### config.mk
export PLATFORM = sky130hd
export DESIGN_NAME = da_accumulator
export DESIGN_NICKNAME = d
export VERILOG_FILES = /design/src/rtl/da_pkg.sv /design/src/rtl/da_lut.sv /design/src/rtl/da_accumulator.sv
export SDC_FILE = /design/constraint.sdc
export NUM_CORES = 1
export LEC_CHECK = 0
export CAP_MARGIN = 20
export CORE_ASPECT_RATIO = 1.1
export CORE_MARGIN = 10
export CORE_UTILIZATION = 64
export CTS_CLUSTER_DIAMETER = 80
export DETAILED_ROUTE_END_ITERATION = 7
export PLACE_DENSITY = 0.87
export SLEW_MARGIN = 20
export SYNTH_ARGS = -nofsm -noshare
export SYNTH_HDL_FRONTEND = slang
export SYNTH_SLANG_ARGS = --single-unit
export TNS_END_PERCENT = 100
### constraint.sdc
create_clock -name clk -period 13.8 [get_ports clk]
set_input_delay 2.76 -clock clk [delete_from_list [all_inputs] [get_ports clk]]
set_output_delay 2.76 -clock clk [all_outputs]
set_load 0.005 [all_outputs]
### src/rtl/da_pkg.sv
// Shared types and width helpers for the distributed-arithmetic accumulator.
package da_pkg;

  typedef enum logic [1:0] {
    IDLE  = 2'd0,
    LOAD  = 2'd1,
    ACCUM = 2'd2,
    DONE  = 2'd3
  } da_state_t;

  function automatic int lut_w(input int coef_w, input int k);
    return coef_w + $clog2(k);
  endfunction

  function automatic int acc_w(input int n, input int coef_w, input int k);
    return n + lut_w(coef_w, k);
  endfunction

  function automatic int cnt_w(input int n);
    return (n > 1) ? $clog2(n) : 1;
  endfunction

endpackage

### src/rtl/da_lut.sv
// Combinational DA look-up: sum of the coefficients whose tap bit is set.
module da_lut
  import da_pkg::*;
#(
  parameter int K      = 4,
  parameter int COEF_W = 16,
  parameter int LUT_W  = lut_w(COEF_W, K)
) (
  input  logic        [K*COEF_W-1:0] i_coef,
  input  logic        [K-1:0]        i_x_bits,
  output logic signed [LUT_W-1:0]    o_lut
);

  always_comb begin
    o_lut = '0;
    for (int i = 0; i < K; i++) begin
      if (i_x_bits[i]) begin
        o_lut = o_lut + LUT_W'($signed(i_coef[i*COEF_W +: COEF_W]));
      end
    end
  end

endmodule

### src/rtl/da_accumulator.sv
// Bit-serial distributed-arithmetic FIR accumulator with ready/valid result.
// Define DA_SAT_EN to clamp out-of-range results (sat flag); default wraps.
//
// state | meaning
// IDLE  | waiting for start; coefficient writes accepted
// LOAD  | one-cycle parallel load of the sample shift registers, acc cleared
// ACCUM | N bit-serial cycles, LSB first; last cycle handles the sign bit
// DONE  | result held on y with y_valid until y_ready
module da_accumulator
  import da_pkg::*;
#(
  parameter int K         = 4,
  parameter int N         = 20,
  parameter int COEF_W    = 16,
  parameter int OUT_W     = 20,
  parameter int OUT_SHIFT = 0
) (
  input  logic                  clk,
  input  logic                  rst_n,
  input  logic                  start,
  input  logic [K-1:0]          x_bits,
  output logic                  load,
  output logic                  shift_en,
  input  logic                  coef_we,
  input  logic [K*COEF_W-1:0]   coef,
  output logic                  busy,
  output logic [OUT_W-1:0]      y,
  output logic                  y_valid,
  input  logic                  y_ready,
  output logic                  sat
);

  localparam int LUT_W = lut_w(COEF_W, K);
  localparam int ACC_W = acc_w(N, COEF_W, K);
  localparam int CNT_W = cnt_w(N);
  localparam logic [CNT_W-1:0] J_LAST = CNT_W'(N - 1);

  da_state_t               r_state;
  da_state_t               w_state_next;
  logic [CNT_W-1:0]        r_j;
  logic signed [ACC_W-1:0] r_acc;
  logic [K*COEF_W-1:0]     r_coef;
  logic [OUT_W-1:0]        r_y;
  logic                    r_sat;

  logic signed [LUT_W-1:0] w_lut;
  logic signed [ACC_W-1:0] w_term;
  logic signed [ACC_W-1:0] w_acc_next;
  logic [OUT_W-1:0]        w_y_red;
  logic                    w_sat_red;
  logic                    w_last;

  always_ff @(posedge clk or negedge rst_n) begin
    if (!rst_n) begin
      r_state <= IDLE;
    end else begin
      r_state <= w_state_next;
    end
  end

  always_comb begin
    w_state_next = r_state;
    case (r_state)
      IDLE:    if (start) w_state_next = LOAD;
      LOAD:    w_state_next = ACCUM;
      ACCUM:   if (w_last) w_state_next = DONE;
      DONE:    if (y_ready) w_state_next = IDLE;
      default: w_state_next = IDLE;
    endcase
  end

  always_comb begin
    load     = 1'b0;
    shift_en = 1'b0;
    y_valid  = 1'b0;
    busy     = 1'b1;
    case (r_state)
      IDLE:    busy = 1'b0;
      LOAD:    load = 1'b1;
      ACCUM:   shift_en = 1'b1;
      DONE:    y_valid = 1'b1;
      default: busy = 1'b0;
    endcase
  end

  da_lut #(
    .K      (K),
    .COEF_W (COEF_W),
    .LUT_W  (LUT_W)
  ) u_lut (
    .i_coef   (r_coef),
    .i_x_bits (x_bits),
    .o_lut    (w_lut)
  );

  // The MSB of a two's-complement sample carries negative weight.
  assign w_last     = (r_j == J_LAST);
  assign w_term     = ACC_W'(w_lut) << r_j;
  assign w_acc_next = w_last ? (r_acc - w_term) : (r_acc + w_term);

`ifdef DA_SAT_EN
  logic signed [ACC_W-1:0] w_shifted;
  logic [ACC_W-OUT_W:0]    w_upper;

  assign w_shifted = w_acc_next >>> OUT_SHIFT;
  assign w_upper   = w_shifted[ACC_W-1:OUT_W-1];

  // In range only when every bit above the output sign matches it.
  always_comb begin
    w_y_red   = w_shifted[OUT_W-1:0];
    w_sat_red = 1'b0;
    if (!((&w_upper) || !(|w_upper))) begin
      w_sat_red = 1'b1;
      w_y_red   = w_shifted[ACC_W-1] ? {1'b1, {(OUT_W-1){1'b0}}}
                                     : {1'b0, {(OUT_W-1){1'b1}}};
    end
  end
`else
  assign w_y_red   = OUT_W'(w_acc_next >>> OUT_SHIFT);
  assign w_sat_red = 1'b0;
`endif

  always_ff @(posedge clk or negedge rst_n) begin
    if (!rst_n) begin
      r_j    <= '0;
      r_acc  <= '0;
      r_coef <= '0;
      r_y    <= '0;
      r_sat  <= 1'b0;
    end else begin
      case (r_state)
        IDLE: begin
          if (coef_we) r_coef <= coef;
        end
        LOAD: begin
          r_acc <= '0;
          r_j   <= '0;
        end
        ACCUM: begin
          r_acc <= w_acc_next;
          r_j   <= r_j + CNT_W'(1);
          if (w_last) begin
            r_y   <= w_y_red;
            r_sat <= w_sat_red;
          end
        end
        default: ;
      endcase
    end
  end

  assign y   = r_y;
  assign sat = r_sat;

endmodule

======== Word-level counts from Yosys, hierarchy flattened ========
Index checks and enable logic that the tools add are counted.
storage, ports and cells
  bits in latches ......................... 0
  bits of input ports ..................... 73
  RAM bits ................................ 0
  memories ................................ 0
  ROM bits ................................ 0
  bits in registers ....................... 129
operators by class
  div/mod/pow operators ................... 0
  bitwise gates (word level) .............. 0
  shifts and indexed selects .............. 1
  reduce and logical (&&, ||, !) cells .... 5
  equal/unequal tests ..................... 7
  multiplexer cells ....................... 15
  multiply operators ...................... 0
  add/subtract/negate cells ............... 6
  $lt $le $gt $ge ......................... 0
operators with widths
  cell                                           count
  case mux 38 bit (2 select lines)               1
  2-to-1 mux 18 bit                              4
  adder 18 x 16 -> 18 bit                        3
  adder 38 bit                                   1
  2-to-1 mux 38 bit                              1
  << shifter 38 x 5 -> 38 bit                    1
  subtractor 38 bit                              1
  case mux 5 bit (2 select lines)                1
  case mux 2 bit (4 select lines)                1
  2-to-1 mux 2 bit                               3
  != test 2 bit, second input constant           3
  adder 5 x 1 -> 5 bit, second input constant    1
  == test 5 bit, second input constant           1
  == test 2 bit, second input constant           2
  2-to-1 mux 1 bit                               4
  AND reduction 2 bit                            2
  AND reduction 3 bit                            1
  == test 2 x 1 -> 1 bit, second input constant  1
  logical NOT 2 bit                              1
  nonzero test 2 bit                             1

======== Depth between registers and ports, before layout ========
  word-level depth ........................ 11
  mapped depth ............................ 45
  depth with buffers taken out ............ 41

======== Cells and area by module ========
From an unflattened synthesis, not the netlist that was laid out.
unflattened totals
  cells, all modules ...................... 1065
  area, all modules ....................... 9714.3 um^2
modules (own cells, without submodules)
  module          times used  cells each  seq. area each (um^2)  area an instance (um^2)
  da_accumulator  1           620         2777.7                 6570.1
  da_lut          1           445         0.0                    3144.3

======== Worst setup path after synthesis ========
OpenSTA, ideal clock, no wires.
  path type ............................... input port to flip-flop
  start ................................... in x_bits[0]
  end ..................................... reg r_acc[19]
  arrival time ............................ 10902 ps
  setup slack ............................. 2757 ps
  stages .................................. 41
  buffers on the path ..................... 4
  setup time .............................. 141 ps
  cells stage by stage .................... buf_6 -> buf_2 -> buf_2 -> clkbuf_1 -> and2_1 -> ha_1 -> ha_1 -> nand2_1 -> a2111o_1 -> a211o_1 -> a31oi_1 -> nor2b_1 -> ha_1 -> and3_1 -> nand4_1 -> a31o_1 -> and3_1 -> o21ai_1 -> [5 not listed] -> xor2_1 -> mux2i_1 -> a222oi_1 -> inv_1 -> mux4_2 -> o31a_1 -> or4_4 -> nand2b_4 -> a21oi_2 -> xnor2_1 -> ha_1 -> nand3_1 -> nor3_1 -> nor2_1 -> a21oi_1 -> xnor3_1 -> xor2_1 -> o22ai_1
on the way
  word-level cells in the longest chain between the ends .. 11
  elaborated cells on any way between the ends .. 12
  classes of those cells .................. add/sub (5); shift (1); mux (6)
RTL lines
  item                                                      line                   RTL
  start, declared                                           da_accumulator.sv:21   input logic [K-1:0] x_bits,
  2-to-1 mux 18 bit *                                       da_lut.sv:17           if (i_x_bits[i]) begin
  adder 18 x 16 -> 18 bit                                   da_lut.sv:18           o_lut = o_lut + LUT_W'($signed(i_coef[i*COEF_W +: COEF_W]));
  2-to-1 mux 18 bit *                                       da_lut.sv:17
  adder 18 x 16 -> 18 bit                                   da_lut.sv:18
  2-to-1 mux 18 bit *                                       da_lut.sv:17
  adder 18 x 16 -> 18 bit                                   da_lut.sv:18
  2-to-1 mux 18 bit *                                       da_lut.sv:17
  << shifter 38 x 5 -> 38 bit *                             da_accumulator.sv:98   assign w_term = ACC_W'(w_lut) << r_j;
  adder 38 bit / subtractor 38 bit (equally long branches)  da_accumulator.sv:99   assign w_acc_next = w_last ? (r_acc - w_term) : (r_acc + w_term);
  2-to-1 mux 38 bit *                                       da_accumulator.sv:99
  case mux 38 bit (2 select lines) *                        da_accumulator.sv:131  case (r_state)
  end signal, assigned                                      da_accumulator.sv:140  r_acc <= w_acc_next;
  end, declared                                             da_accumulator.sv:41   logic signed [ACC_W-1:0] r_acc;
Every way passes the cells marked *; elsewhere a longest branch is shown, timed or not.
A chain may end at the register's enable or synchronous reset.

======== Final worst setup path ========
Same ends and word-level chain as after synthesis.

==> impl_metrics.py <==
metrics = {
    "outcome": {
        "status": "completed",
    },
    "placed_design": {
        "hpwl_um": 23750,
        "gp_congestion": 1.084,
        "dp_slack_ns": 1.406,
        "port_buffers": 96,
    },
    "setup_path": {
        "critical-path-max-stage-delay_ns": 0.79,
        "crit_type": "in -> reg",
        "cp-end-kind": "flop",
        "reg2reg_depth": 36,
        "crit_end": "r_acc[19]",
        "cp-startpoint": "x_bits[0]",
        "reg2reg_slack_ns": 4.31,
        "worst-path-max-fanout": 16,
        "reg2reg_to": "r_acc[19]",
        "critPathLaunchType": "input port",
        "worstPathArrival_ns": 12.47,
        "crit_required_ns": 14.01,
        "crit_path_top_delay_cell": "clkdlybuf4s50_1",
        "r2r_start": "r_coef[1]",
    },
    "sta": {
        "worst_pin_slew_ns": 0.9208,
        "relSlewSlack_pct": 37.81,
        "fin_tns_setup_ns": 0,
        "final.period_utilization_pct": 88.84,
        "skew_ns": 0.01655,
        "drv_slew": 0,
        "timing_hold_violations_final": 0,
        "rsz0062_at_grt": "no",
        "max_freq_ghz": 0.08157,
        "finalWorstSetupSlack_ns": 1.540,
        "setup_violations": 0,
        "min_period_ns": 12.26,
    },
    "global_routing": {
        "grt_max_degree": 65,
        "overflow": 0,
        "first_global_vias": 10031,
        "antenna_found_initial": 0,
        "grtUsageTotal_pct": 26.60,
        "grt_pass1_wl_um": 49650,
    },
    "cts": {
        "clk_pin_slew_worst_paths_ns": 0.08,
        "htree_num_levels": 3,
        "cts_hold_buf": 0,
        "postCtsSetupRepairBufs": 0,
        "tritoncts": "done",
        "cts-buffers-inserted": 9,
        "clock-root-buffer": "clkbuf_16",
        "clock_latency_ns": 0.37,
        "clock-sinks": 111,
        "ctsResizeCount": 0,
        "clk_path_buf_depth": 2,
    },
    "synth": {
        "yosysTopAreaCellShare_pct": 25.43,
        "synth_top_area_cell": "dfrtp_1",
        "syn_area_um2": 10920,
        "synth_cell_types": 99,
        "synthesis.instances": 1333,
        "ys_seq_area_share_pct": 25.43,
        "ys.flop_type": "dfrtp_1",
        "synth_area_leaders": "dfrtp_1 25%, ha_1 8.7%, mux2_2 7.1%",
        "synthArstFlopShare_pct": 100.0,
        "syn-num-nets": 1485,
        "syn_avg_cell_area_um2": 8.195,
        "synth_seq_cells": 111,
        "yosysWarnings": 0,
        "synth_edf_count": 0,
    },
    "route": {
        "drc": 0,
        "ant_nets": 0,
        "routedWlPerCell_um": 19.19,
        "dr.pass1.iters": 7,
        "viasPerCell": 6.739,
        "wl_um": 30540,
        "vias": 10721,
        "drtIter0Drc": 1118,
    },
    "floorplan": {
        "fp-row-count": 50,
        "chipWidth_um": 144.6,
        "core_area_um2": 16890,
        "ios": 98,
        "die-area_um2": 22700,
        "die_y_um": 157.0,
        "start_util_pct": 64.67,
    },
    "layout": {
        "final_cell_mix": "142 x nand2_1, 111 x dfrtp_1, 95 x clkdlybuf4s50_1",
        "drive_gt1_share_pct": 9.761,
        "final_nets": 1530,
        "antenna_cells": 0,
        "utilization_pct": 72.27,
        "nFillCells": 1323,
        "layout_commonest_cell": "nand2_1",
        "area_growth_pct": 11.75,
    },
    "worst_hold_path": {
        "hp-class": "reg -> reg",
    },
    "run": {
        "drv_cap": 0,
    },
}
[synthesized netlist by cell type, types with 5 or more instances]
cell type,count
nand2_1,144
dfrtp_1,111
o21ai_0,90
a21oi_1,88
nor2_1,79
inv_1,77
ha_1,76
mux2_2,69
clkbuf_1,56
nand3_1,44
nor3_1,31
xnor2_1,31
o22ai_1,23
a21o_1,20
and2_1,19
mux2i_1,18
nand2b_1,18
nor2b_1,18
a211oi_1,16
o211ai_1,16
or3_1,16
a31oi_1,14
o21a_1,14
xor2_1,14
o31ai_1,13
and3_1,11
o2111ai_1,10
buf_2,9
nand3b_1,9
nand4_1,8
a221oi_1,7
a31o_2,6
nor3b_1,6
o221ai_1,6
o31a_1,6
nor4_1,5
o211a_1,5
or2_2,5
[sequential cells by signal, summed over array words and instances (netlist names)]
name,count
r_acc,20
r_coef,64
r_j,5
r_state,2
y,20
[cell families (layout without fill, tap and decap cells)]
group / Yosys count / after routing / synth area share (%)
simple gates: 436 / 436 / 19.94
mux: 91 / 91 / 9.518
fa+ha+maj: 79 / 79 / 9.254
flops: 111 / 111 / 25.43
buf+inv: 150 / 200 / 5.429
compound gates: 418 / 418 / 26.43
xor+xnor: 47 / 47 / 3.963
other cells: 1 / 1 / 0.03433
[per-layer routing]
| metal | vias to the layer above | global-route usage (%) | share of wire [%] |
|---|---|---|---|
| met1 | 5075 | 31.25 | 40 |
| met3 | 108 | 5.485 | 7.1 |
| li1 | 5043 | - | - |
| met4 | 0 | 13.29 | 4.8 |
| met2 | 495 | 44.96 | 48 |
| met5 | - | 0 | 0 |
[how the worst min path moves through the flow]
stage	startpoint	to	slack, ns	cells past startpoint
after floorplan	r_coef[12]	r_coef[12]	0.47	1
final	y[3]	y[3]	0.48	2
after detailed placement	y[5]	y[5]	0.47	2
after CTS	y[5]	y[5]	0.49	2
after global placement	y[7]	y[7]	0.46	2
after global routing	y[7]	y[7]	0.50	2
[cell type report]
cell class | instances | area, um^2 | area share [%]
Inverter | 79 | 296.5 | 2.429
Clock inverter | 7 | 63.81 | 0.5227
Clock buffer | 9 | 225.2 | 1.845
Sequential cell | 111 | 2778 | 22.75
Tap cell | 208 | 260.3 | 2.132
Multi-Input combinational cell | 1072 | 7559 | 61.91
Timing Repair Buffer | 105 | 1026 | 8.404
[stage by stage]
step           std cells  area, um^2  hold WS, ns
2_1_floorplan       1333       10920       0.4713
3_3_place_gp        1575       11920       0.4608
3_5_place_dp        1575       11920       0.4691
4_1_cts             1591       12210       0.4856
5_1_grt             1591       12210       0.4970
6_report            1591       12210       0.4778
[worst max-delay path: cells and delay by family]
kind	cells	cell delay (ns)
multiplexers	1	0.34
XOR/XNOR	3	0.64
buffers and inverters	1	0.79
AND/OR/NAND/NOR	9	1.58
AO/OA/AOI/OAI	18	4.87
adder cells (fa/ha/maj)	5	1.48
Power is not shown: default switching activity piles up to over one toggle a cycle in this logic, so the estimate is an artifact.
